<file path="config.mk">
export PLATFORM = sky130hd
export DESIGN_NAME = axioma_ldst_unit
export DESIGN_NICKNAME = d
export VERILOG_FILES = /design/src/rtl/axioma_ldst_unit.sv
export SDC_FILE = /design/constraint.sdc
export NUM_CORES = 1
export LEC_CHECK = 0
export ABC_AREA = 1
export CAP_MARGIN = 20
export CELL_PAD_IN_SITES_DETAIL_PLACEMENT = 1
export CELL_PAD_IN_SITES_GLOBAL_PLACEMENT = 1
export CORE_UTILIZATION = 30
export DETAILED_ROUTE_END_ITERATION = 10
export PLACE_DENSITY_LB_ADDON = 0.1
export REMOVE_ABC_BUFFERS = 1
export SYNTH_ARGS = -nofsm -noshare
export SYNTH_HDL_FRONTEND = slang
export SYNTH_SLANG_ARGS = --single-unit
</file>
<file path="constraint.sdc">
create_clock -name clk -period 4.2 [get_ports clk]
set_clock_uncertainty 0.2 [all_clocks]
set_input_delay 0.84 -clock clk [delete_from_list [all_inputs] [get_ports clk]]
set_output_delay 0.84 -clock clk [all_outputs]
set_load 0.03 [all_outputs]
</file>
<file path="src/rtl/axioma_ldst_unit.sv">
// Load/store unit: one pointer-based access per request, plus the optional
// X/Y/Z post-increment or pre-decrement writeback and the LD register write.
module axioma_ldst_unit (
  input  logic        clk,
  input  logic        reset_n,
  input  logic        start,
  input  logic        op_store,
  input  logic [1:0]  ptr_sel,
  input  logic [1:0]  mode,
  input  logic [5:0]  disp,
  input  logic [4:0]  reg_addr,
  input  logic [7:0]  store_data,
  input  logic [15:0] x_ptr,
  input  logic [15:0] y_ptr,
  input  logic [15:0] z_ptr,
  output logic [15:0] mem_addr,
  output logic        mem_req,
  output logic        mem_we,
  output logic [7:0]  mem_wdata,
  input  logic [7:0]  mem_rdata,
  input  logic        mem_ack,
  output logic [4:0]  rd_addr,
  output logic [7:0]  rd_data,
  output logic        rd_write_en,
  output logic [15:0] ptr_out,
  output logic        x_write_en,
  output logic        y_write_en,
  output logic        z_write_en,
  output logic        busy,
  output logic        done,
  output logic        err
);

  typedef enum logic [1:0] {S_IDLE, S_ACCESS, S_WB} state_t;
  typedef enum logic [1:0] {M_PLAIN, M_POSTINC, M_PREDEC, M_DISP} mode_t;

  state_t      r_state;
  state_t      w_next;
  logic        r_op_store;
  logic [1:0]  r_ptr_sel;
  mode_t       r_mode;
  logic [5:0]  r_disp;
  logic [4:0]  r_reg_addr;
  logic [7:0]  r_store_data;
  logic [15:0] r_ptr;
  logic [7:0]  r_rdata;
  logic        r_err;

  logic        w_illegal;
  logic [15:0] w_sel_ptr;
  logic [15:0] w_ea;
  logic        w_upd;
  logic [15:0] w_new_ptr;
  logic        w_pair_hit;

  assign w_illegal = (ptr_sel == 2'd3) || ((mode == 2'd3) && (ptr_sel == 2'd0));

  always_comb begin
    w_sel_ptr = '0;
    case (ptr_sel)
      2'd0:    w_sel_ptr = x_ptr;
      2'd1:    w_sel_ptr = y_ptr;
      2'd2:    w_sel_ptr = z_ptr;
      default: w_sel_ptr = '0;
    endcase
  end

  always_comb begin
    w_ea = r_ptr;
    case (r_mode)
      M_PREDEC: w_ea = r_ptr - 16'd1;
      M_DISP:   w_ea = r_ptr + {10'd0, r_disp};
      default:  w_ea = r_ptr;
    endcase
  end

  assign w_upd     = (r_mode == M_POSTINC) || (r_mode == M_PREDEC);
  assign w_new_ptr = (r_mode == M_PREDEC) ? (r_ptr - 16'd1) : (r_ptr + 16'd1);
  // Pointer pairs sit at R26/27 (X), R28/29 (Y), R30/31 (Z): pair index 13+sel.
  assign w_pair_hit = (r_reg_addr[4:1] == (4'd13 + {2'b00, r_ptr_sel}));

  always_ff @(posedge clk) begin
    if (!reset_n) begin
      r_state <= S_IDLE;
    end else begin
      r_state <= w_next;
    end
  end

  always_ff @(posedge clk) begin
    if (!reset_n) begin
      r_op_store   <= 1'b0;
      r_ptr_sel    <= '0;
      r_mode       <= M_PLAIN;
      r_disp       <= '0;
      r_reg_addr   <= '0;
      r_store_data <= '0;
      r_ptr        <= '0;
      r_rdata      <= '0;
      r_err        <= 1'b0;
    end else begin
      r_err <= 1'b0;
      if ((r_state == S_IDLE) && start) begin
        if (w_illegal) begin
          r_err <= 1'b1;
        end else begin
          r_op_store   <= op_store;
          r_ptr_sel    <= ptr_sel;
          r_mode       <= mode_t'(mode);
          r_disp       <= disp;
          r_reg_addr   <= reg_addr;
          r_store_data <= store_data;
          r_ptr        <= w_sel_ptr;
        end
      end
      if ((r_state == S_ACCESS) && mem_ack && !r_op_store) begin
        r_rdata <= mem_rdata;
      end
    end
  end

  // Outputs are also forced low while reset_n is held, not only after the edge.
  always_comb begin
    w_next      = r_state;
    mem_addr    = '0;
    mem_req     = 1'b0;
    mem_we      = 1'b0;
    mem_wdata   = '0;
    rd_addr     = '0;
    rd_data     = '0;
    rd_write_en = 1'b0;
    ptr_out     = '0;
    x_write_en  = 1'b0;
    y_write_en  = 1'b0;
    z_write_en  = 1'b0;
    busy        = 1'b0;
    done        = 1'b0;
    err         = 1'b0;
    if (reset_n) begin
      err = r_err;
      case (r_state)
        S_IDLE: begin
          if (start && !w_illegal) w_next = S_ACCESS;
        end
        S_ACCESS: begin
          busy      = 1'b1;
          mem_req   = 1'b1;
          mem_addr  = w_ea;
          mem_we    = r_op_store;
          mem_wdata = r_store_data;
          if (mem_ack) w_next = S_WB;
        end
        S_WB: begin
          busy   = 1'b1;
          done   = 1'b1;
          w_next = S_IDLE;
          if (!r_op_store) begin
            rd_addr     = r_reg_addr;
            rd_data     = r_rdata;
            rd_write_en = !(w_upd && w_pair_hit);
          end
          if (w_upd) begin
            ptr_out = w_new_ptr;
            case (r_ptr_sel)
              2'd0:    x_write_en = 1'b1;
              2'd1:    y_write_en = 1'b1;
              2'd2:    z_write_en = 1'b1;
              default: ;
            endcase
          end
        end
        default: w_next = S_IDLE;
      endcase
    end
  end

endmodule
</file>
==> flow_summary.ini <==
[die]
rows = 43
die_h_um = 121.8
top_level_ports = 146
coreArea_um2 = 13930
start_util_pct = 30.89
dieArea_um2 = 14830
dieWidth_um = 121.8

[setup_path]
crit_top_cell = nand2_1
cp_data_arrival_time_ns = 2.75
regToRegStartpoint = r_state[0]
start_kind = flop
crit_path_end = ptr_out[14]
crit_slowest_cell = clkdlybuf4s50_1
path_class = flop to output port
crit_buf_inv = 3
r2r-end = r_disp[1]
critPathRequiredTime_ns = 3.16
worstSetupStartpoint = r_ptr[0]
cpLargestDelayFamily = buffers and inverters
worst-path-stages = 10
crit_fanout = 8
max_stage_delay_ns = 0.73
worst_setup_path_end_kind = output port
path_cells = ha_1 -> nand2_1 -> inv_2 -> nand4_1 -> inv_1 -> nand2_1 -> nand2_1 -> nand3_1 -> a21oi_1 -> clkdlybuf4s50_1
rrSetupSlack_ns = 1.46
reg2reg_depth = 7

[job]
cap_violations = 0

[timing]
fin_ws_ns = 0.4131
finalCritPeriodShare_pct = 90.16
period_needed_ns = 3.787
rsz0062_at_grt = no
hold_viol = 0
max_slew_margin_pct = 39.61
setup_viol = 0
fmax_mhz = 264.1
slew_viol_final = 0
setup_tns_ns = 0
worstMarginPinSlew_ns = 0.9036

[routing]
ant_nets = 0
vias = 5148
via_per_inst = 5.057
drc = 0
totalWireLength_um = 16670
drtIter0Drc = 205
firstDrtPassIters = 4
routedWlPerCell_um = 16.38

[global_routing]
antenna_found_initial = 0
grt_overflow_total = 0
grt-busiest-layer = met2
use_met1_pct = 27.18
grt_start_max_net_pins = 41
met2_usage_pct = 42.51
grt_pass1_wl_um = 27010
grt_pass1_vias = 5473
use_met3_pct = 5.197
groute.usage.overall_pct = 23.22

[cts]
worstSkewPairLatency_ns = 0.29
clkTransAtPathRegs_ns = 0.07
numCtsBuffers = 5
holdBufCountCts = 0
ctsLongestPathBuffers = 2
cts.sinks = 51
cts_htree_levels = 2
cts_tree = yes
post-cts-setup-buffers = 0
clock-root-buffer = clkbuf_16
cts_resized = 0

[synth]
syn_area_um2 = 4304
synth_top_family_by_area = simple AND/OR/NAND/NOR gates
synthSimpleGateAreaFrac_pct = 35.32
synth.avg_cell_area_um2 = 6.020
yosysWarnings = 0
synth_fa_ha_area_share_pct = 5.988
synth_top_area_share_pct = 23.72
synth_area_leaders = dfxtp_1 24%, nand2_1 14%, nor2_1 7.8%
synth_cells = 715
synth_xor_area_share_pct = 0.6105
ys_seq_area_share_pct = 23.72
synth_compound_area_share_pct = 21.05
ys_ff_latch = 51
muxShareOfSynthArea_pct = 0
yosys.area.top_type = dfxtp_1
synth_cell_types = 40

[placed_design]
gp_congestion = 0.8983
dp_cells = 1010
dp_slack_ns = 0.4103
dp.final_hpwl_um = 13460
io_buffers = 145
placed_area_um2 = 6025

[cells_and_area]
drive_gt1_share_pct = 8.234
syn2layout_area_growth_pct = 43.31
nFillCells = 1834
final_cells = 1018
final_nets = 941
insertedDiodeCount = 0
stdcell_area_um2 = 6168

[hold_path]
hold_class = flop to flop

[pwr]
power_density_nw_per_um2 = 410.2
ir_drop_uv = 226.3
leakage_nw = 2.501

[status]
status = complete, no violations
## final cells by class
class	count	area, um2	area share [%]
Clock buffer	6	128.9	2.089
Clock inverter	2	12.51	0.2028
Inverter	91	344.1	5.578
Multi-Input combinational cell	534	2710	43.94
Sequential cell	51	1021	16.55
Tap cell	180	225.2	3.651
Timing Repair Buffer	154	1727	27.99
## registers in the layout, summed over array words and instances (netlist names)
register / flops
r_err: 1
r_rdata: 8
r_reg_addr: 5
r_ptr_sel: 2
r_state: 2
r_store_data: 8
r_ptr: 16
r_disp: 6
r_mode: 2
r_op_store: 1
## synth_stat cells (all sizes together)
cell / count
and3: 1
or2: 2
nand3: 66
clkbuf: 12
clkinv: 1
and2: 3
o21a: 1
fa: 1
inv: 90
o211ai: 1
a211oi: 1
a41oi: 17
nand4: 2
nor3: 1
buf: 27
xnor2: 3
o21ai: 81
o32ai: 1
nand3b: 1
o22ai: 2
a221oi: 1
nor2: 104
a21o: 1
nand2: 169
a21oi: 53
a31oi: 3
dfxtp: 51
ha: 19
## stage by stage
| step | hold slack [ns] | power [mW] | util, % |
|---|---|---|---|
| after global routing | 0.2874 | 2.739 | 44.27 |
| after CTS | 0.2576 | 2.550 | 44.25 |
| after global placement | 0.2383 | 2.098 | 43.23 |
| after detailed placement | 0.2485 | 2.140 | 43.23 |
| after floorplan | 0.2294 | 1.576 | - |
| final | 0.2554 | 2.530 | 44.27 |
## cell usage in the layout (no fill, tap or decap), types with 3 or more instances in the layout
cell	instances
ha_1	19
a41oi_1	17
nor2_1	90
nor2_2	5
nor2_4	9
xnor2_1	3
o21ai_1	46
a21oi_1	51
nand2_1	165
nand2_2	4
buf_4	9
o21ai_0	35
clkdlybuf4s50_1	122
dfxtp_1	51
inv_2	6
buf_12	21
clkbuf_16	5
inv_1	83
nand3_1	65
a31oi_1	3
## cell families (layout without fill, tap and decap cells)
kind of cell             Yosys count  in the layout
AND/OR/NAND/NOR                  349            349
AO/OA/AOI/OAI                    162            162
buffers and inverters            130            253
flip-flops                        51             51
adder cells (fa/ha/maj)           20             20
XOR/XNOR                           3              3
## where the power goes
| group | internal [mW] | total [mW] | switching, mW | leakage, nW |
|---|---|---|---|---|
| clock | 0.220 | 0.403 | 0.183 | 0.0669 |
| combinational | 0.515 | 1.38 | 0.862 | 2.02 |
| sequential | 0.605 | 0.749 | 0.145 | 0.419 |
## layer usage
metal	up-vias	part of all wire [%]
met2	118	51
met3	11	5.2
met5	-	0
met1	2446	43
li1	2573	-
met4	0	0.95
## worst min path at each step
stage,start,end,slack (ns),depth (start not counted)
after floorplan,r_rdata[0],r_rdata[0],0.23,2
after global placement,r_rdata[0],r_rdata[0],0.24,2
after detailed placement,r_store_data[2],r_store_data[2],0.25,2
after CTS,r_store_data[2],r_store_data[2],0.26,2
after global routing,r_store_data[2],r_store_data[2],0.29,2
final,r_rdata[2],r_rdata[2],0.26,2
## worst register-to-register path: cells and delay by family (launching register included)
kind	cells	cell delay (ns)
simple gates	2	0.83
buf+inv	2	0.66
compound gates	2	0.37
flops	1	0.35
fa+ha+maj	1	0.21
(Power assumes the default switching activity.)
